`src/rtl/seg_scan_decoder_pkg.sv`:
```
// Shared constants and types for the 7-segment scan bus decoder.
// Segment codes are active-low, with bit7 as the dot and bits[6:0] as g..a.
package seg_scan_decoder_pkg;

  localparam logic [7:0] NUMBER_0 = 8'hC0;
  localparam logic [7:0] NUMBER_1 = 8'hF9;
  localparam logic [7:0] NUMBER_2 = 8'hA4;
  localparam logic [7:0] NUMBER_3 = 8'hB0;
  localparam logic [7:0] NUMBER_4 = 8'h99;
  localparam logic [7:0] NUMBER_5 = 8'h92;
  localparam logic [7:0] NUMBER_6 = 8'h82;
  localparam logic [7:0] NUMBER_7 = 8'hF8;
  localparam logic [7:0] NUMBER_8 = 8'h80;
  localparam logic [7:0] NUMBER_9 = 8'h90;

  localparam logic [5:0] DIGIT_BLOCK_1 = 6'b111110;
  localparam logic [5:0] DIGIT_BLOCK_2 = 6'b111101;
  localparam logic [5:0] DIGIT_BLOCK_3 = 6'b111011;
  localparam logic [5:0] DIGIT_BLOCK_4 = 6'b110111;
  localparam logic [5:0] DIGIT_BLOCK_5 = 6'b101111;
  localparam logic [5:0] DIGIT_BLOCK_6 = 6'b011111;
  localparam logic [5:0] DIGIT_BLANK   = 6'b111111;

  localparam int SLOT_SEC_ONES = 0;
  localparam int SLOT_SEC_TENS = 1;
  localparam int SLOT_MIN_ONES = 2;
  localparam int SLOT_MIN_TENS = 3;
  localparam int SLOT_HR_ONES  = 4;
  localparam int SLOT_HR_TENS  = 5;

  // Slots whose dot must be lit (the HH.MM.SS separators).
  localparam logic [5:0] DOT_REQUIRED = 6'b010100;

  typedef enum logic [1:0] {IDLE, SETTLE, CAPTURE, HOLD} scan_state_t;

  function automatic logic [5:0] times_ten(input logic [3:0] t);
    logic [5:0] w;
    w = {2'b00, t};
    return (w << 3) + (w << 1);
  endfunction

endpackage

```
`src/rtl/seg_scan_decoder_seg7_digit_decode.sv`:
```
// Combinational decode of one active-low segment byte back to a BCD digit.
module seg7_digit_decode
  import seg_scan_decoder_pkg::*;
(
  input  logic [7:0] seg,
  output logic [3:0] digit,
  output logic       pattern_ok,
  output logic       dot_lit
);

  always_comb begin
    digit      = 4'd0;
    pattern_ok = 1'b1;
    dot_lit    = ~seg[7];
    case ({1'b1, seg[6:0]})
      NUMBER_0: digit = 4'd0;
      NUMBER_1: digit = 4'd1;
      NUMBER_2: digit = 4'd2;
      NUMBER_3: digit = 4'd3;
      NUMBER_4: digit = 4'd4;
      NUMBER_5: digit = 4'd5;
      NUMBER_6: digit = 4'd6;
      NUMBER_7: digit = 4'd7;
      NUMBER_8: digit = 4'd8;
      NUMBER_9: digit = 4'd9;
      default:  pattern_ok = 1'b0;
    endcase
  end

endmodule

```
`src/rtl/seg_scan_decoder.sv`:
```
// Monitors the multiplexed 6-digit display bus and reassembles HH.MM.SS.
// A digit is captured only after its select/segment pair has been stable for SETTLE_CYCLES.
module seg_scan_decoder
  import seg_scan_decoder_pkg::*;
#(
  parameter int SETTLE_CYCLES  = 4,
  parameter int TIMEOUT_CYCLES = 1_000_000
) (
  input  logic       clk,
  input  logic       reset_mod,
  input  logic [5:0] digit_block,
  input  logic [7:0] number,
  output logic [5:0] hours,
  output logic [5:0] minutes,
  output logic [5:0] seconds,
  output logic       time_valid,
  output logic       frame_err,
  output logic       locked
);

  localparam int WD_W = $clog2(TIMEOUT_CYCLES + 1);

  logic [5:0]      db_meta_reg, db_sync_reg, db_prev_reg, smp_db_reg;
  logic [7:0]      num_meta_reg, num_sync_reg, num_prev_reg, smp_num_reg;
  logic [3:0]      count_reg;
  scan_state_t     state_reg;
  logic [3:0]      digit_reg [6];
  logic [5:0]      mask_reg;
  logic            bad_reg;
  logic [WD_W-1:0] wd_reg;

  logic            change;
  logic [3:0]      dec_digit;
  logic            dec_ok, dec_dot;
  logic [2:0]      slot_idx;
  logic            is_blank, one_hot, frame_good;
  logic [5:0]      mask_next;
  logic            bad_next;
  logic [3:0]      cur [6];
  logic [5:0]      sec_val, min_val, hr_val;

  assign change = {db_sync_reg, num_sync_reg} != {db_prev_reg, num_prev_reg};

  seg7_digit_decode u_decode (
    .seg        (smp_num_reg),
    .digit      (dec_digit),
    .pattern_ok (dec_ok),
    .dot_lit    (dec_dot)
  );

  // Frame state as it would look after absorbing the sampled digit.
  always_comb begin
    slot_idx = 3'd0;
    for (int i = 0; i < 6; i++)
      if (!smp_db_reg[i]) slot_idx = 3'(i);
    is_blank  = (smp_db_reg == DIGIT_BLANK);
    one_hot   = $onehot(~smp_db_reg);
    mask_next = mask_reg | ~smp_db_reg;
    bad_next  = bad_reg | ~dec_ok | (dec_dot != DOT_REQUIRED[slot_idx]);
    for (int i = 0; i < 6; i++)
      cur[i] = (3'(i) == slot_idx) ? dec_digit : digit_reg[i];
    sec_val = times_ten(cur[SLOT_SEC_TENS]) + {2'b00, cur[SLOT_SEC_ONES]};
    min_val = times_ten(cur[SLOT_MIN_TENS]) + {2'b00, cur[SLOT_MIN_ONES]};
    hr_val  = times_ten(cur[SLOT_HR_TENS])  + {2'b00, cur[SLOT_HR_ONES]};
    frame_good = !bad_next
              && (cur[SLOT_SEC_TENS] <= 4'd5) && (sec_val < 6'd60)
              && (cur[SLOT_MIN_TENS] <= 4'd5) && (min_val < 6'd60)
              && (cur[SLOT_HR_TENS]  <= 4'd2) && (hr_val  < 6'd24);
  end

  always_ff @(posedge clk or negedge reset_mod) begin
    if (!reset_mod) begin
      db_meta_reg  <= DIGIT_BLANK;
      db_sync_reg  <= DIGIT_BLANK;
      db_prev_reg  <= DIGIT_BLANK;
      smp_db_reg   <= DIGIT_BLANK;
      num_meta_reg <= 8'hFF;
      num_sync_reg <= 8'hFF;
      num_prev_reg <= 8'hFF;
      smp_num_reg  <= 8'hFF;
      count_reg    <= 4'd0;
      state_reg    <= IDLE;
      for (int i = 0; i < 6; i++) digit_reg[i] <= 4'd0;
      mask_reg     <= 6'd0;
      bad_reg      <= 1'b0;
      wd_reg       <= '0;
      hours        <= 6'd0;
      minutes      <= 6'd0;
      seconds      <= 6'd0;
      time_valid   <= 1'b0;
      frame_err    <= 1'b0;
      locked       <= 1'b0;
    end else begin
      time_valid   <= 1'b0;
      frame_err    <= 1'b0;
      db_meta_reg  <= digit_block;
      db_sync_reg  <= db_meta_reg;
      db_prev_reg  <= db_sync_reg;
      num_meta_reg <= number;
      num_sync_reg <= num_meta_reg;
      num_prev_reg <= num_sync_reg;

      if (state_reg == CAPTURE)
        wd_reg <= '0;
      else if (wd_reg != WD_W'(TIMEOUT_CYCLES))
        wd_reg <= wd_reg + 1'b1;
      if (state_reg != CAPTURE && wd_reg == WD_W'(TIMEOUT_CYCLES - 1)) begin
        locked   <= 1'b0;
        mask_reg <= 6'd0;
        bad_reg  <= 1'b0;
      end

      case (state_reg)
        IDLE, HOLD: begin
          if (change) begin
            state_reg <= SETTLE;
            count_reg <= 4'd1;
          end
        end
        SETTLE: begin
          if (change) begin
            count_reg <= 4'd1;
          end else if (count_reg >= 4'(SETTLE_CYCLES)) begin
            state_reg   <= CAPTURE;
            smp_db_reg  <= db_sync_reg;
            smp_num_reg <= num_sync_reg;
          end else begin
            count_reg <= count_reg + 4'd1;
            if ({1'b0, count_reg} + 5'd1 == 5'(SETTLE_CYCLES)) begin
              state_reg   <= CAPTURE;
              smp_db_reg  <= db_sync_reg;
              smp_num_reg <= num_sync_reg;
            end
          end
        end
        CAPTURE: begin
          if (change) begin
            state_reg <= SETTLE;
            count_reg <= 4'd1;
          end else begin
            state_reg <= HOLD;
          end
          if (is_blank) begin
            mask_reg <= 6'd0;
            bad_reg  <= 1'b0;
            locked   <= 1'b0;
          end else if (!one_hot) begin
            frame_err <= 1'b1;
            mask_reg  <= 6'd0;
            bad_reg   <= 1'b0;
          end else begin
            digit_reg[slot_idx] <= dec_digit;
            if (mask_next == 6'h3F) begin
              mask_reg <= 6'd0;
              bad_reg  <= 1'b0;
              if (frame_good) begin
                hours      <= hr_val;
                minutes    <= min_val;
                seconds    <= sec_val;
                time_valid <= 1'b1;
                locked     <= 1'b1;
              end else begin
                frame_err <= 1'b1;
              end
            end else begin
              mask_reg <= mask_next;
              bad_reg  <= bad_next;
            end
          end
        end
        default: state_reg <= IDLE;
      endcase
    end
  end

endmodule

```
`config.mk`:
```
export PLATFORM = sky130hd
export DESIGN_NAME = seg_scan_decoder
export DESIGN_NICKNAME = d
export VERILOG_FILES = /design/src/rtl/seg_scan_decoder_pkg.sv /design/src/rtl/seg_scan_decoder_seg7_digit_decode.sv /design/src/rtl/seg_scan_decoder.sv
export SDC_FILE = /design/constraint.sdc
export NUM_CORES = 1
export LEC_CHECK = 0
export CORE_ASPECT_RATIO = 1.4
export CORE_MARGIN = 4
export CORE_UTILIZATION = 35
export CTS_BUF_LIST = sky130_fd_sc_hd__clkbuf_16
export CTS_CLUSTER_SIZE = 10
export DETAILED_ROUTE_END_ITERATION = 6
export DONT_BUFFER_PORTS = 1
export SYNTH_ARGS = -nofsm -noshare
export SYNTH_HDL_FRONTEND = slang
export SYNTH_HIERARCHICAL = 1
export SYNTH_SLANG_ARGS = --single-unit
```
`constraint.sdc`:
```
create_clock -name clk -period 13.5 [get_ports clk]
set_clock_uncertainty 0.05 [all_clocks]
set_input_delay 2.7 -clock clk [delete_from_list [all_inputs] [get_ports clk]]
set_output_delay 2.7 -clock clk [all_outputs]
set_load 0.1 [all_outputs]
```
* Word-level counts from Yosys, hierarchy flattened
Memories as Yosys holds them, arrays and structs flattened.
Index checks and enable logic that the tools add are counted.
** Storage, ports and cells
- Input port bits :: 16
- Bits in registers :: 134
- Memories kept :: 1
- Bits in writable memories :: 0
- Latch bits :: 0
- Output and inout port bits :: 21
- Word-level logic and storage cells :: 172
- Bits in read-only memories :: 8
** Cells by class
- Shift-type cells :: 0
- Multiply operators :: 0
- Add/subtract/negate cells :: 14
- Order comparisons :: 10
- Mux-type cells :: 59
- Divide/modulo/power cells :: 0
- Bitwise operators :: 9
- Reduce and logical (&&, ||, !) cells :: 23
- Equal/unequal tests :: 31
** Memory list
- (no name shown) :: words 8, bits a word 1, rd ports 1, clocked after memory_dff 0, wr ports 0, line seg_scan_decoder.sv:59 : bad_next = bad_reg | ~dec_ok | (dec_dot != DOT_REQUIRED[slot_idx]);
** Operator list (number)
- $mux W6 :: 7
- $mux W20 :: 2
- $mux W4 :: 10
- $pmux W4 S9 :: 1
- $bwmux W24 :: 1
- $mux W1 :: 24
- $eq A7 B5 Y1 const B :: 3
- $eq A7 B7 Y1 const B :: 3
- $add A20 B1 Y20 const B :: 1
- $eq A20 B20 Y1 const B :: 1
- $ne A20 B20 Y1 const B :: 1
- $add A6 B4 Y6 :: 3
- $add A6 B5 Y6 :: 3
- $mux W8 :: 2
- $eq A7 B6 Y1 const B :: 2
- $mux W2 :: 7
- $ne A14 B14 Y1 :: 1
- $demux W4 S3 :: 1
- $eq A6 B6 Y1 const B :: 2
- $lt A6 B6 Y1 const B :: 2
- $reduce_or A10 Y1 :: 1
- $reduce_and A3 Y1 :: 3
- $le A4 B3 Y1 const B :: 2
- $logic_and A1 B1 Y1 :: 8
- 40 further kinds :: 55

* Longest topological paths before layout
Gate-level depths: netlist (run 1).
- Depth in word-level cells :: 21
- Gate-level depth with buffers :: 17
- Gate-level depth less buffers :: 14

* Cells and area by module
The synthesis (run 1) kept the hierarchy.
** Modules (own cells, without submodules)
- seg_scan_decoder :: instances 1, area each 6221.0 µm², sequential area each 3423.3 µm², cells an instance 477
- seg7_digit_decode :: instances 1, area each 227.7 µm², sequential area each 0.0 µm², cells an instance 33

* Least setup slack after synthesis (run 1)
Ideal clock, no wire load.
- Path kind :: register to register
- Start point :: register smp_num_reg[6]
- End point :: register hours[0]
- Buffers on the path :: 3
- Cell stages (with the launch flop) :: 15
- Data required time :: 13.322 ns
- Setup time :: 0.128 ns
- Period minus slack after synthesis :: 4.528 ns
- Arrival time :: 4.350 ns
- Setup slack :: 8.972 ns
- Cell sequence :: dfstp_2 > buf_6 > or3_4 > nor4_1 > clkbuf_1 > mux2i_1 > fa_1 > inv_1 > fa_1 > xor2_1 > a211oi_1 > nand4_1 > a2111oi_4 > buf_6 > mux2_1
** On the way
- Elaborated cells on any way between the ends :: 42
- Classes of those cells :: 6 x add/sub; 6 x order compare; 9 x eq/ne; 8 x mux; 3 x bitwise; 10 x reduce/logical
** RTL lines
- start, declared :: line seg_scan_decoder.sv:24 : logic [7:0] num_meta_reg, num_sync_reg, num_prev_reg, smp_num_reg;
- start signal, assigned :: line seg_scan_decoder.sv:126 : smp_num_reg <= num_sync_reg;
- start signal, assigned :: line seg_scan_decoder.sv:132 : smp_num_reg <= num_sync_reg;
- $eq A7 B5 Y1, or another cell as far along :: line seg_scan_decoder_seg7_digit_decode.sv:15 : case ({1'b1, seg[6:0]})
- $pmux W4 S9 * :: line seg_scan_decoder_seg7_digit_decode.sv:15
- named net dec_digit[3] :: line seg_scan_decoder.sv:33 : logic [3:0] dec_digit;
- $mux W4 :: line seg_scan_decoder.sv:61 : cur[i] = (3'(i) == slot_idx) ? dec_digit : digit_reg[i];
- $add A6 B5 Y6 :: line seg_scan_decoder_pkg.sv:39 : return (w << 3) + (w << 1);
- $add A6 B4 Y6 :: line seg_scan_decoder.sv:62 : sec_val = times_ten(cur[SLOT_SEC_TENS]) + {2'b00, cur[SLOT_SEC_ONES]};
- $lt A6 B6 Y1 :: line seg_scan_decoder.sv:66 : && (cur[SLOT_SEC_TENS] <= 4'd5) && (sec_val < 6'd60)
- $logic_and A1 B1 Y1 :: line seg_scan_decoder.sv:66
- $logic_and A1 B1 Y1 (2 in series) :: line seg_scan_decoder.sv:67 : && (cur[SLOT_MIN_TENS] <= 4'd5) && (min_val < 6'd60)
- $logic_and A1 B1 Y1 :: line seg_scan_decoder.sv:68 : && (cur[SLOT_HR_TENS] <= 4'd2) && (hr_val < 6'd24);
- $logic_and A1 B1 Y1 * :: line seg_scan_decoder.sv:68
- $reduce_and A5 Y1 (no source line) *
- end signal, assigned :: line seg_scan_decoder.sv:157 : hours <= hr_val;
- end, declared :: line seg_scan_decoder.sv:13 : output logic [5:0] hours,
Mark *: on every way through the listed nets, which the timed path passes. The rest lies on a longest branch.
A chain may end at the register's enable or synchronous reset.

* Worst setup path in the final report (run 1)
- Start point :: register smp_num_reg[3]
- End point :: register minutes[5]
** On the way
- Elaborated cells on any way between the ends :: 42
- Classes of those cells :: 6 x add/sub; 6 x order compare; 9 x eq/ne; 8 x mux; 3 x bitwise; 10 x reduce/logical
** RTL lines
- $eq A7 B5 Y1, or another cell as far along :: line seg_scan_decoder_seg7_digit_decode.sv:15
- $pmux W4 S9 * :: line seg_scan_decoder_seg7_digit_decode.sv:15
- named net dec_digit[2] :: line seg_scan_decoder.sv:33
- $mux W4 :: line seg_scan_decoder.sv:61
- $add A6 B5 Y6 :: line seg_scan_decoder_pkg.sv:39
- $add A6 B4 Y6 :: line seg_scan_decoder.sv:62
- $lt A6 B6 Y1 :: line seg_scan_decoder.sv:66
- $logic_and A1 B1 Y1 :: line seg_scan_decoder.sv:66
- $logic_and A1 B1 Y1 (2 in series) :: line seg_scan_decoder.sv:67
- $logic_and A1 B1 Y1 (2 in series) :: line seg_scan_decoder.sv:68
- $reduce_and A5 Y1 (no source line)
- end signal, assigned :: line seg_scan_decoder.sv:158 : minutes <= min_val;
- end, declared :: line seg_scan_decoder.sv:14 : output logic [5:0] minutes,
Marked as above.

==> out/metrics.yaml, run 1 <==
finish:
  fillers: 1731
  antenna_cells: 0
  area_growth_pct: 13.1
  finish.cell_count_without_fillers: 766
  drive_above_1_share_pct: 31.6
  largest_reg_flops: 24
  nets: 564
  fin_util_pct: 40.3
power:
  p_per_area_mw_per_mm2: 123
  pwr-share-clk_pct: 52.9
  leakage_uw: 0.00337
  internal_power_uw: 704
  peakVddDrop_v: 0.0000901
  power_uw: 894
  switching_share_pct: 21.2
  p_switching_uw: 190
  seqPwrFrac_pct: 46.7
  combPwrFrac_pct: 0.4
cts:
  clk_pin_slew_worst_paths_ns: 0.06
  clk_latency_ns: 0.42
  numCtsBuffers: 17
  cts.sinks: 134
  clock-root-buffer: "clkbuf_16"
  cts_resized: 0
  htreeDepth: 4
  cts_tree: "done"
  cts_setup_buffers: 0
  clockBufferDepth: 2
  cts_hold_buf: 0
drt:
  vias: 3859
  ant_nets: 0
  wl_per_cell_um: 15.5
  drt_iter0_drc: 181
  viasPerCell: 5.04
  drc: 0
  firstDrtPassIters: 4
  finalWirelength_mm: 11.8
worst_setup_path:
  crit_path_end_kind: "register"
  rr_worst_depth: 13
  cp.required_ns: 13.75
  critPathLaunchType: "register"
  worstSetupPathType: "reg -> reg"
  cp_data_arrival_time_ns: 4.88
  path_max_fanout: 19
floorplanning:
  die_h_um: 169
  rows: 58
  dieArea_mm2: 0.0207
  core_area_mm2: 0.0181
  initial_core_util_pct: 35.7
  die_w_um: 123
  ioPinCount: 37
sta:
  setup_viol: 0
  worst_pin_slew_ns: 1.18
  fin_crit_ns: 4.63
  post-route-period-util_pct: 34.3
  fin_tns_setup_ns: 0
  slew_viol_final: 0
  hold_viol_final: 0
  max_freq_ghz: 0.216
  timing.hold.ws_ns: 0.302
  slew_headroom_pct: 20.8
  rsz0062_at_grt: "false"
yosys:
  synth_area_mm2: 0.00645
  synth_fp_nets: 561
  syn_inst: 510
  ys_seq_area_share_pct: 53.1
  ys_ff_latch: 134
  ys_top_cells_by_count: "78 x dfrtp_1, 65 x mux2_2, 56 x dfstp_2, 34 x nor2_1, 29 x xor2_1"
  synth_ff_type: "dfrtp_1"
  async_flop_share_pct: 100
  synth_edf_count: 0
  synthTopCellsByArea: "dfrtp_1 30%, dfstp_2 23%, mux2_2 11%, ha_1 5.0%, xor2_1 3.9%"
  synth_top_area_share_pct: 30.3
  ys_warn_count: 6
  yosysMostFrequentCell: "dfrtp_1"
  yosysTopAreaCell: "dfrtp_1"
  ys_types: 57
  synth_area_per_cell_um2: 12.6
global_route:
  grt_max_degree: 135
  grt_overflow: 0
  antenna_found_initial: 0
  grtUsageTotal_pct: 12.5
  grt_pass1_wl_mm: 20.5
  grt_pass1_vias: 4009
min_path:
  hold_path_class: "reg -> reg"
  hold_path_depth: 0
run_status:
  status: "complete, no violations"
place:
  hpwl_mm: 8.36
  io_buffers: 0
  place.detailed.instances: 734
  gp_congestion: 0.798
flow_run:
  max-cap-violations: 0
final cells by class:
class,instances,area [um^2],share of cell area [%]
inverters,19,71.3,0.978
clock inverters,14,160,2.20
repair buffers,3,22.5,0.309
flip-flops and latches,134,3420,47.0
multi-input cells,338,2860,39.3
well taps,240,300,4.12
clock buffers,18,450,6.18
logic make-up (layout without fill, tap and decap cells):
kind of cell / after synthesis / count (layout) / share of synthesized area [%]
xor gates and xnor gates: 43 / 43 / 6.05
adders and majority gates: 35 / 35 / 7.84
and+or+nand+nor: 129 / 129 / 11.0
muxes: 80 / 80 / 13.8
DFF: 134 / 134 / 53.1
AOI/OAI and AO/OA: 51 / 51 / 5.57
buffers and inverters: 38 / 54 / 2.62
final timing paths:
path	slack [ns]	startpoint	endpoint
hold reg to reg	0.30	db_meta_reg[3]$_DFF_PN1_	db_sync_reg[3]$_DFF_PN1_
hold / removal	0.30	db_meta_reg[3]$_DFF_PN1_	db_sync_reg[3]$_DFF_PN1_
max in group asynchronous	11.19	reset_mod	db_sync_reg[5]$_DFF_PN1_
setup / recovery	8.87	smp_num_reg[3]$_DFFE_PN1P_	minutes[5]$_DFFE_PN0P_
setup reg to reg	8.87	smp_num_reg[3]$_DFFE_PN1P_	minutes[5]$_DFFE_PN0P_
min in group asynchronous	1.96	reset_mod	mask_reg[3]$_DFFE_PN0P_
through the flow:
stage,setup slack (ns),instance area [um^2]
after floorplan,8.97,6450
after CTS,8.84,7290
final,8.87,7290
after global placement,8.96,6680
after detailed placement,8.85,6680
after global routing,8.53,7290
worst max-delay path, stage by stage, from the launching register on:
cell	delay (ns)
dfstp_2	0.59
nor4bb_1	0.34
o21ai_0	0.15
nand2_1	0.41
mux2i_1	0.24
fa_1	0.59
inv_1	0.07
fa_1	0.43
xor2_1	0.18
a211oi_1	0.25
nand4_1	0.21
a2111oi_4	0.30
buf_4	0.33
mux2_2	0.37
power groups by stage:
stage / clock, uW / combinational, uW / sequential (uW)
floorplan: 0 / 3.23 / 423
global placement: 0 / 3.92 / 424
detailed placement: 0 / 4.03 / 424
CTS: 486 / 4.05 / 418
global route: 507 / 4.33 / 418
finish: 472 / 3.89 / 417
layer usage:
metal  track usage (%)  share of wire [%]
met1              15.4                 42
met2              20.9                 53
met3              3.01                3.1
met4              5.12                1.7
met5                 0                  0
cells in the final DEF, fill, tap and decap left out, types with 3 or more instances in the layout:
master,n
mux2i_1,7
nor4_1,4
inv_6,5
mux2_1,8
and2_1,4
fa_1,9
o2bb2ai_1,6
buf_4,3
clkbuf_16,18
nand2_1,17
o21ai_0,7
a21o_1,4
inv_1,19
a2111oi_0,3
nand2b_1,5
nor3b_1,4
mux2_2,65
dfrtp_1,78
xnor2_1,13
a21oi_1,14
nor4b_1,3
o31ai_1,3
dfstp_2,56
nor2_1,34
nand3_1,20
and3_1,3
xor2_1,29
ha_1,26
nor3_1,9
nand4_1,7
o22ai_1,3
Note: power is estimated with default switching activity, not from simulation.
==> run 2, diff against run 1 <==
clock period = 4.3 ns   (was 13.5 ns; I/O delays follow)
==> run 2 against run 1 <==
Against the previous run: first-iteration DRC count decreased by 7.2%; hold slack lost 0.19 ns; largest cell class unchanged; register-to-register slack worse by 8.8 ns; final area grew 4.5%; largest power group unchanged; die area is the same.
==> out/metrics.yaml, run 2 (synthesis gave the netlist of run 1 again) <==
worst_setup_path:
  r2r_slack_ns: 0.11
  crit_path_end_kind: "register"
  r2r-end: "seconds[0]$_DFFE_PN0P_"
  cp_data_arrival_time_ns: 4.44
  rr_worst_depth: 15
  worstSetupPathType: "reg -> reg"
  reg2reg_from: "smp_num_reg[6]$_DFFE_PN1P_"
  cp.required_ns: 4.54
  path_max_fanout: 9
  critPathLaunchType: "register"
drt:
  finalWirelength_mm: 13.0
  ant_nets: 0
  drc: 0
  wl_per_cell_um: 16.3
  viasPerCell: 4.88
  drt_iter0_drc: 168
  firstDrtPassIters: 4
  vias: 3882
sta:
  fin_crit_ns: 4.19
  worst_pin_slew_ns: 0.943
  max_freq_ghz: 0.238
  setup_viol: 0
  hold_viol_final: 0
  slew_viol_final: 0
  slew_headroom_pct: 37.1
  post-route-period-util_pct: 97.5
  finalWorstSetupSlack_ns: 0.107
finish:
  fin_area_mm2: 0.00762
  final_cell_mix: "78 x dfrtp_1, 63 x mux2_2, 56 x dfstp_2, 33 x nor2_1"
  nets: 594
  area_growth_pct: 18.1
  final_common_cell: "dfrtp_1"
  ff_latch_area_mm2: 0.00342
  fillers: 1664
  multi_input_area_mm2: 0.00296
  antenna_cells: 0
  drive_above_1_share_pct: 37.9
  largest_reg_flops: 24
run_status:
  status: "complete, no violations"
floorplanning:
  die_w_um: 123
  dieArea_mm2: 0.0207
  ioPinCount: 37
  die_h_um: 169
  core_area_mm2: 0.0181
  initial_core_util_pct: 35.7
  rows: 58
power:
  internal_power_uw: 2100
  peakVddDrop_v: 0.000362
  p_per_area_mw_per_mm2: 352
  pwr-share-clk_pct: 50.7
  seqPwrFrac_pct: 48.8
  leakage_uw: 0.00353
  p_switching_uw: 582
  combPwrFrac_pct: 0.5
  switching_share_pct: 21.7
cts:
  clk_pin_slew_worst_paths_ns: 0.06
  clockBufferDepth: 2
  numCtsBuffers: 17
  cts_tree: "done"
  cts.sinks: 134
  htreeDepth: 4
  clock-root-buffer: "clkbuf_16"
  clk_latency_ns: 0.41
global_route:
  grt_max_degree: 135
  grt_overflow: 0
  grtUsageTotal_pct: 13.4
  grt_pass1_vias: 4188
  antenna_found_initial: 0
  grt_pass1_wl_mm: 21.7
place:
  io_buffers: 0
  hpwl_mm: 8.93
  dpl_cell_area_mm2: 0.00682
  gp_congestion: 0.845
  place_ws_ns: 0.0175
flow_run:
  max-cap-violations: 0
min_path:
  hold_path_class: "in -> async"
run 2: cell types whose count changed in the layout (fill, tap and decap cells not counted), moves of 2 or more:
cell | before | now
xnor2_1 | 13 | 11
clkinv_2 | 1 | 3
inv_8 | 2 | 0
nand2_1 | 17 | 15
buf_4 | 3 | 29
mux2_2 | 65 | 63
clkinv_4 | 1 | 3
mux2_4 | 0 | 2
nand2_2 | 0 | 2
xnor2_2 | 0 | 2
inv_6 | 5 | 3
buf_12 | 0 | 3
run 2: worst max-delay path by stage:
stage                          startpoint                      to
6_report       smp_num_reg[6]$_DFFE_PN1P_  seconds[0]$_DFFE_PN0P_
5_1_grt        smp_num_reg[3]$_DFFE_PN1P_  seconds[5]$_DFFE_PN0P_
4_1_cts        smp_num_reg[6]$_DFFE_PN1P_  seconds[0]$_DFFE_PN0P_
3_5_place_dp   smp_num_reg[6]$_DFFE_PN1P_  seconds[0]$_DFFE_PN0P_
3_3_place_gp   smp_num_reg[6]$_DFFE_PN1P_  seconds[0]$_DFFE_PN0P_
2_1_floorplan  smp_num_reg[6]$_DFFE_PN1P_    hours[0]$_DFFE_PN0P_
run 2: area by class of cell:
| type | count | area share [%] |
|---|---|---|
| multi-input combinational | 338 | 38.8 |
| inverter | 19 | 0.936 |
| clock inverter | 15 | 1.69 |
| timing repair buffer | 33 | 4.07 |
| tap | 240 | 3.94 |
| clock buffer | 17 | 5.58 |
| sequential | 134 | 44.9 |
run 2: worst max-delay path: stages (launching register included):
cell       delay, ns
dfstp_2         0.60
or3_4           0.19
a21oi_2         0.07
o211a_4         0.28
buf_4           0.17
mux2_2          0.29
fa_1            0.50
ha_1            0.31
nand3_1         0.06
nand2_1         0.09
xnor3_1         0.24
and4_4          0.22
a2111oi_4       0.36
buf_4           0.19
buf_12          0.13
mux2_2          0.33
run 2: power groups by stage:
stage	combinational, uW	sequential (uW)	clock, uW
4_1_cts	12.6	1310	1400
5_1_grt	14.0	1310	1460
6_report	12.3	1310	1360
3_5_place_dp	12.4	1330	0
2_1_floorplan	10.2	1330	0
3_3_place_gp	12.4	1330	0
run 2: repair_timing:
item	4_1_cts	5_1_grt
gates resized for setup	5	14
cloned	1	0
hold buffers	0	0
endpoints found under the hold margin	0	0
buffers inserted	7	9
endpoints found under the setup margin	17	18
pin swaps	7	10
run 2: metrics by stage:
stage	instances	hold slack, ns	util [%]	setup TNS [ns]	total power (uW)
2_1_floorplan	510	0.295	-	0	1340
3_3_place_gp	747	0.296	37.7	0	1340
3_5_place_dp	747	0.297	37.7	0	1340
4_1_cts	787	0.0712	41.4	0	2720
5_1_grt	796	0.0754	42.2	-0.269	2790
6_report	796	0.117	42.2	0	2680
run 2: per-layer routing:
| metal | GRT usage (%) | wire, um | vias to the layer above | share of wire (%) |
|---|---|---|---|---|
| met2 | 22.4 | 6790 | 54 | 52 |
| met1 | 16.5 | 5440 | 1953 | 42 |
| met4 | 5.60 | 319 | 0 | 2.5 |
| met5 | 0 | 0 | - | 0 |
| li1 | - | - | 1855 | - |
| met3 | 3.14 | 407 | 20 | 3.1 |
==> run 3, diff against run 2 <==
CAP_MARGIN = 10   (was not set)
clock period = 3.95 ns   (was 4.3 ns; I/O delays follow)
==> run 3 against run 2 <==
Against the previous run: the run now ends with setup timing left; critical path depth up 1; worst setup slack worse by 0.22 ns; die area stayed put; power up 9.4%; core utilization rose by 2.1 points; clock-buffer cell count rose by 3; largest power group unchanged.
==> out/metrics.yaml, run 3 (synthesis gave the netlist of run 1 again) <==
floorplanning:
  dieArea_mm2: 0.0207
  die_h_um: 169
  core_area_mm2: 0.0181
  initial_core_util_pct: 35.7
  rows: 58
  ioPinCount: 37
  die_w_um: 123
sta:
  max_freq_ghz: 0.246
  setup_viol: 17
  worst_pin_slew_ns: 0.942
  slew_viol_final: 0
  hold_viol_final: 0
  post-route-period-util_pct: 103
  fin_tns_setup_ns: -1.86
  rsz0062_at_grt: "true"
  fin_crit_ns: 4.06
  slew_headroom_pct: 37.2
  finalWorstSetupSlack_ns: -0.115
global_route:
  grt_max_degree: 135
  grtUsageTotal_pct: 13.9
  antenna_found_initial: 0
  grt_pass1_wl_mm: 22.6
  grt_overflow: 0
  grt_pass1_vias: 4443
place:
  place.detailed.instances: 774
  io_buffers: 0
  hpwl_mm: 8.97
  dpl_cell_area_mm2: 0.00712
  gp_congestion: 0.809
worst_setup_path:
  cp_data_arrival_time_ns: 4.30
  crit_path_end_kind: "register"
  reg2reg_from: "smp_num_reg[6]$_DFFE_PN1P_"
  cp.required_ns: 4.19
  worstSetupPathType: "reg -> reg"
  path_max_fanout: 5
  startpoint: "smp_num_reg[6]$_DFFE_PN1P_"
  critPathLaunchType: "register"
drt:
  firstDrtPassIters: 4
  wl_per_cell_um: 16.0
  ant_nets: 0
  vias: 4017
  drc: 0
  drt_iter0_drc: 214
  viasPerCell: 4.88
  finalWirelength_mm: 13.2
cts:
  cts.sinks: 134
  cts_tree: "done"
  numCtsBuffers: 17
  htreeDepth: 4
  clock-root-buffer: "clkbuf_16"
  clockBufferDepth: 2
  clk_latency_ns: 0.41
  clk_pin_slew_worst_paths_ns: 0.06
finish:
  area_growth_pct: 24.1
  final_cell_mix: "78 x dfrtp_1, 56 x dfstp_2, 53 x mux2_2, 51 x buf_4, 33 x nor2_1"
  ff_latch_area_mm2: 0.00342
  fin_area_mm2: 0.00800
  multi_input_area_mm2: 0.00309
  final_common_cell: "dfrtp_1"
  drive_above_1_share_pct: 42.9
  nets: 621
  largest_reg_flops: 24
  fillers: 1645
  fin_util_pct: 44.3
  antenna_cells: 0
  finish.cell_count_without_fillers: 823
run_status:
  status: "complete, but fails checks"
  violations: "setup timing"
min_path:
  hold_path_class: "in -> async"
power:
  p_per_area_mw_per_mm2: 367
  power_uw: 2940
  peakVddDrop_v: 0.000285
  leakage_uw: 0.00369
flow_run:
  max-cap-violations: 0
[run 3: final cells by class]
| cell class | count | share of cell area (%) |
|---|---|---|
| timing repair buffer | 60 | 6.76 |
| clock buffer | 20 | 6.26 |
| multi-input combinational | 338 | 38.6 |
| clock inverter | 12 | 0.923 |
| sequential | 134 | 42.8 |
| inverter | 19 | 0.891 |
| tap | 240 | 3.75 |
[run 3: metrics by stage]
stage,hold slack (ns),setup slack (ns)
after floorplan,0.295,-0.223
after global placement,0.296,-0.154
after detailed placement,0.297,-0.287
after CTS,0.00118,-0.108
after global routing,0.00738,-0.259
final,0.0553,-0.115
[run 3: metal layers]
layer,routed length (um),up-vias,GRT usage [%]
met5,0,-,0
met4,222,0,5.17
met3,472,19,3.44
met2,7030,54,23.9
met1,5480,2023,16.6
li1,-,1921,-
[run 3: critical path: stages, from the launching register on]
cell	delay, ns
dfstp_2	0.38
or3_4	0.41
buf_6	0.15
a21oi_4	0.14
o211a_4	0.20
mux2_4	0.16
inv_2	0.03
fa_1	0.50
inv_2	0.06
fa_2	0.35
xor2_2	0.17
a211oi_2	0.21
nand4_1	0.22
a2111oi_4	0.27
buf_4	0.21
buf_16	0.13
mux2_4	0.29
[run 3: final timing paths]
check,end,cells after the start,slack [ns]
max in group asynchronous,digit_reg[4]$_DFFE_PN0P_,1,2.75
setup / recovery,seconds[4]$_DFFE_PN0P_,16,-0.11
setup reg to reg,seconds[4]$_DFFE_PN0P_,16,-0.11
hold / removal,count_reg[0]$_DFFE_PN0P_,0,0.06
min in group clk,num_sync_reg[1]$_DFF_PN1_,0,0.30
hold reg to reg,num_sync_reg[1]$_DFF_PN1_,0,0.30
[run 3: repair_timing]
action	in CTS	in global routing
gates cloned	2	0
hold buffers	0	2
setup buffers	11	2
setup endpoints to repair	21	20
pin swaps	4	1
gates resized for setup	28	5
endpoints found under the hold margin	0	11
[run 3: power breakdown]
group | internal, uW | switching [uW] | total [uW]
registers | 1410 | 12.4 | 1430
clock network | 908 | 584 | 1490
logic | 8.98 | 9.75 | 18.7
total | 2330 | 606 | 2940
==> variant 1 (flow settings as in run 2) <==
Re-encode `scan_state_t` (4 states) as one-hot, 4 bits wide.
--- a/src/rtl/seg_scan_decoder_pkg.sv
+++ b/src/rtl/seg_scan_decoder_pkg.sv
@@ -31,7 +31,7 @@
   // Slots whose dot must be lit (the HH.MM.SS separators).
   localparam logic [5:0] DOT_REQUIRED = 6'b010100;
 
-  typedef enum logic [1:0] {IDLE, SETTLE, CAPTURE, HOLD} scan_state_t;
+  typedef enum logic [3:0] {IDLE = 4'b0001, SETTLE = 4'b0010, CAPTURE = 4'b0100, HOLD = 4'b1000} scan_state_t;
 
   function automatic logic [5:0] times_ten(input logic [3:0] t);
     logic [5:0] w;
Function: no difference found for any inputs over 10 cycles, from zero or initial values and one cycle with reset_mod low; not proved beyond that.
==> variant 1 against run 2 <==
Routed wire length shrank 4.2%. Worst hold slack worse by 0.014 ns. Largest cell class unchanged. Fmax rose by 1.1%. First-iteration DRC count fell by 7.1%. Sequential cell count up 2. Via count is 1.9% higher. Cell area shrank 1.9%. Critical endpoint is now hours[0]$_DFFE_PN0P_. Synthesized area up 2.0%. Critical path depth up 1. Setup slack better by 0.045 ns. Final cell count did not move.
Power is not compared: it rests on default switching activity, and its combinational part moved more than twofold at a synthesized area within 25%.
==> variant 1: results (changes against run 2) <==
metric	value	unit	change
register area share after synthesis	0.528		was 0.531
wire length on met2	6610	µm	was 6790 µm
top cells by count, synth	dfrtp_1, mux2_2, dfstp_2		unchanged
Critical-path top delay cell	fa_1		was dfstp_2
total track usage	0.130		was 0.134
Yosys cell types	61		was 57
DRT met1 WL	5210	µm	was 5440 µm
Worst R2R Setup Slack	0.15	ns	was 0.11 ns
Cell Area, Placed	6880	µm²	was 6820 µm²
synthesized area per cell	12.6	µm²	about the same
Area Overhead vs Synth	13.7	%	was 18.1%
largest fanout on the critical path	19		was 9
Vias/cell	4.97		was 4.88
status	complete, no violations		unchanged
Clock Pin Slew Worst Setup and Hold Paths	0.06	ns	about the same
DRT iter0 DRCs	156		was 168
largest net degree at the start of global routing	137		was 135
Mapped Nets	569		was 561
vias in the first global route	4239		was 4188
fill count	1747		was 1664
first-pass GRT wire length	21200	µm	was 21700 µm
Worst Reg2Reg Path Length in Cells	16		was 15
final wirelength	12400	µm	was 13000 µm
worst setup slack after placement	-0.140	ns	was 0.0175 ns
Net count, final	587		was 594
Worst path max stage delay	0.50	ns	was 0.60 ns
hold slack final	0.103	ns	was 0.117 ns
met3 WL	394	µm	was 407 µm
Routed wire per std cell	15.6	µm	was 16.3 µm
HPWL after DPL	8770	µm	was 8930 µm
headroom to the max-slew limit	0.352		was 0.371
layout cell share with drive strength beyond 1	0.351		was 0.379
fin crit share	0.965		was 0.975
Worst EP arrival	4.40	ns	was 4.44 ns
synth top area cells	dfrtp_1, dfstp_2, mux2_2		unchanged
Final Wtd Congestion	0.830		was 0.845
variant 1: layout make-up:
| type | instances | share of cell area |
|---|---|---|
| Clock buffer | 17 | 0.0569 |
| Clock inverter | 15 | 0.0139 |
| Inverter | 22 | 0.0110 |
| Multi-Input combinational cell | 344 | 0.392 |
| Sequential cell | 136 | 0.465 |
| Tap cell | 244 | 0.0408 |
| Timing Repair Buffer | 18 | 0.0203 |
variant 1: timing repair:
item,4_1_cts,5_1_grt
hold endpoints to repair,0,0
setup buffers,0,1
resized for setup,2,9
pin swaps,0,1
endpoints found under the setup margin,17,20
variant 1: metal layers:
layer  vias to the layer above  global-route usage
met4                         0              0.0516
met2                        54               0.226
met5                         -                   0
met1                      2024               0.152
met3                        17              0.0303
li1                       1860                   -
variant 1: cells by family (layout without fill, tap and decap cells):
family,count (synthesis),in the layout,share of synthesized area
simple gates,138,138,0.113
flops,136,136,0.528
mux,83,83,0.146
compound gates,48,48,0.0502
xor+xnor,43,43,0.0594
buf+inv,41,72,0.0318
fa+ha+maj,32,32,0.0712
variant 1: path summary, 6_finish.rpt:
kind,to
worst min register to register,num_sync_reg[3]$_DFF_PN1_
worst max-delay path,hours[0]$_DFFE_PN0P_
min in group clk,num_sync_reg[3]$_DFF_PN1_
worst max register to register,hours[0]$_DFFE_PN0P_
worst min-delay path,wd_reg[0]$_DFFE_PN0P_
max in group asynchronous,smp_num_reg[4]$_DFFE_PN1P_
variant 1: report_power, final:
group | internal (mW) | switching [mW] | leakage, nW
sequential | 1.33 | 0.0324 | 1.68
combinational | 0.0293 | 0.0385 | 1.52
clock | 0.737 | 0.565 | 0.257
total | 2.10 | 0.636 | 3.45
==> variant 2 (config.mk and constraints of run 2) <==
Without the edit above. Set the parameter `TIMEOUT_CYCLES` to 250_000 (it was 1_000_000).
--- a/src/rtl/seg_scan_decoder.sv
+++ b/src/rtl/seg_scan_decoder.sv
@@ -4,7 +4,7 @@
   import seg_scan_decoder_pkg::*;
 #(
   parameter int SETTLE_CYCLES  = 4,
-  parameter int TIMEOUT_CYCLES = 1_000_000
+  parameter int TIMEOUT_CYCLES = 250_000
 ) (
   input  logic       clk,
   input  logic       reset_mod,
Function: no difference found for any inputs over 10 cycles, from zero or initial values and one cycle with reset_mod low; that may be too few to reach the edited logic, so the function may still have changed.
==> variant 2 against run 2 <==
Worst hold slack worse by 0.019 ns. Sequential cell count is 2 lower. Highest routed layer unchanged. Largest power group unchanged. Routed wire length is 4.1% lower. Synthesized area is 0.76% lower. Critical path depth stayed put. Cell area is 1.7% lower. Setup slack better by 0.027 ns. Via count is 1.8% lower. Power is 0.76% lower. Non-clock buffer count is 8 lower. Largest cell class unchanged. Global-route usage is 0.59 points lower.
==> variant 2: results (changes against run 2) <==
metric	value	unit	change
Net count, final	578		was 594
Yosys cell types	60		was 57
antenna violations before repair	0		unchanged
worst setup slack after placement	-0.0124	ns	was 0.0175 ns
Non-Clock Inverter Count	21		was 19
First-pass DRT Iterations	6		was 4
H-tree depth	4		unchanged
DRT iter0 DRCs	170		was 168
first-pass GRT wire length	20600	µm	was 21700 µm
Mapped Nets	552		was 561
Final Wtd Congestion	0.859		was 0.845
status	complete, no violations		unchanged
Async SR Flop Fraction	1.00		unchanged
top cells by count, synth	dfrtp_1, dfstp_2, mux2_1		was dfrtp_1, mux2_2, dfstp_2
max FFs per register	24		unchanged
Worst path max stage delay	0.59	ns	
headroom to the max-slew limit	0.354		was 0.371
multi-input combinational area share	0.392		was 0.388
HPWL after DPL	8620	µm	was 8930 µm
Pint	2.07	mW	was 2.10 mW
leak pwr	3.43	nW	was 3.53 nW
Signal buf overhead	0.0308		was 0.0407
largest fanout on the critical path	12		was 9
synth top area cells	dfrtp_1, dfstp_2, mux2_1		was dfrtp_1, dfstp_2, mux2_2
fill count	1708		was 1664
register area share after synthesis	0.527		was 0.531
largest net degree at the start of global routing	133		was 135
vias in the first global route	4050		was 4188
Seq area share	0.451		was 0.449
total track usage	0.128		was 0.134
Vias/cell	4.89		was 4.88
worst vdd ir	239	µV	was 362 µV
Top delay family on crit path	compound AO/OA/AOI/OAI gates		was adder cells
layout cell share with drive strength beyond 1	0.319		was 0.379
Worst EP arrival	4.41	ns	was 4.44 ns
sequential cells	132		was 134
multi-input gates	330		was 338
final wirelength	12400	µm	was 13000 µm
clock network area share	0.0757		was 0.0728
clock buffer count	18		was 17
variant 2: cell types whose count changed after synthesis, moves of 5 or more:
cell	run 2	this run
xnor2_1	13	8
nor2_1	34	28
nand3_1	20	13
mux2_1	8	32
o21ai_0	7	14
mux2_4	0	16
mux2_2	65	20
variant 2: metal layers:
metal	wire length (µm)	up-vias	global-route usage	share of wire
li1	-	1822	-	-
met1	5210	1936	0.150	0.42
met2	6700	48	0.222	0.54
met3	337	8	0.0343	0.027
met4	177	0	0.0502	0.014
met5	0	-	0	0
variant 2: worst paths after layout:
kind	slack, ns	depth (start not counted)	to	start
max reg2reg	0.13	15	minutes[4]$_DFFE_PN0P_	smp_num_reg[6]$_DFFE_PN1P_
max	0.13	15	minutes[4]$_DFFE_PN0P_	smp_num_reg[6]$_DFFE_PN1P_
min in group clk	0.30	0	num_sync_reg[2]$_DFF_PN1_	num_meta_reg[2]$_DFF_PN1_
min	0.1	0	wd_reg[9]$_DFFE_PN0P_	reset_mod
min reg2reg	0.30	0	num_sync_reg[2]$_DFF_PN1_	num_meta_reg[2]$_DFF_PN1_
max in group asynchronous	3.81	0	num_sync_reg[4]$_DFF_PN1_	reset_mod
variant 2: per-stage QoR:
stage | setup TNS [ns] | utilization | area, µm² | instances | total power, mW
global route | -0.574 | 0.416 | 7480 | 780 | 2.77
finish | 0 | 0.416 | 7480 | 780 | 2.66
CTS | 0 | 0.407 | 7320 | 770 | 2.71
global placement | 0 | 0.375 | 6750 | 738 | 1.32
floorplan | 0 | - | 6410 | 501 | 1.32
detailed placement | -0.0985 | 0.375 | 6750 | 738 | 1.32
variant 2: cell families (layout without fill, tap and decap cells):
logic type | after synthesis | in the layout | synth area share
flip-flops | 132 | 132 | 0.527
AND/OR/NAND/NOR | 119 | 119 | 0.102
multiplexers | 78 | 78 | 0.147
AO/OA/AOI/OAI | 59 | 59 | 0.0620
XOR/XNOR | 39 | 39 | 0.0555
buffers and inverters | 39 | 78 | 0.0289
adder cells (fa/ha/maj) | 35 | 35 | 0.0778
variant 2: power groups by stage:
| stage | sequential, mW | combinational, mW | clock (mW) |
|---|---|---|---|
| 2_1_floorplan | 1.31 | 0.00932 | 0 |
| 3_3_place_gp | 1.31 | 0.0110 | 0 |
| 3_5_place_dp | 1.31 | 0.0111 | 0 |
| 4_1_cts | 1.29 | 0.0112 | 1.41 |
| 5_1_grt | 1.29 | 0.0121 | 1.47 |
| 6_report | 1.29 | 0.0109 | 1.36 |
variant 2: what timing repair did:
| action | 4_1_cts | 5_1_grt |
|---|---|---|
| resized for setup | 1 | 14 |
| buffers inserted | 0 | 9 |
| gates cloned | 0 | 1 |
| pin swaps | 0 | 6 |
| endpoints found under the setup margin | 14 | 20 |
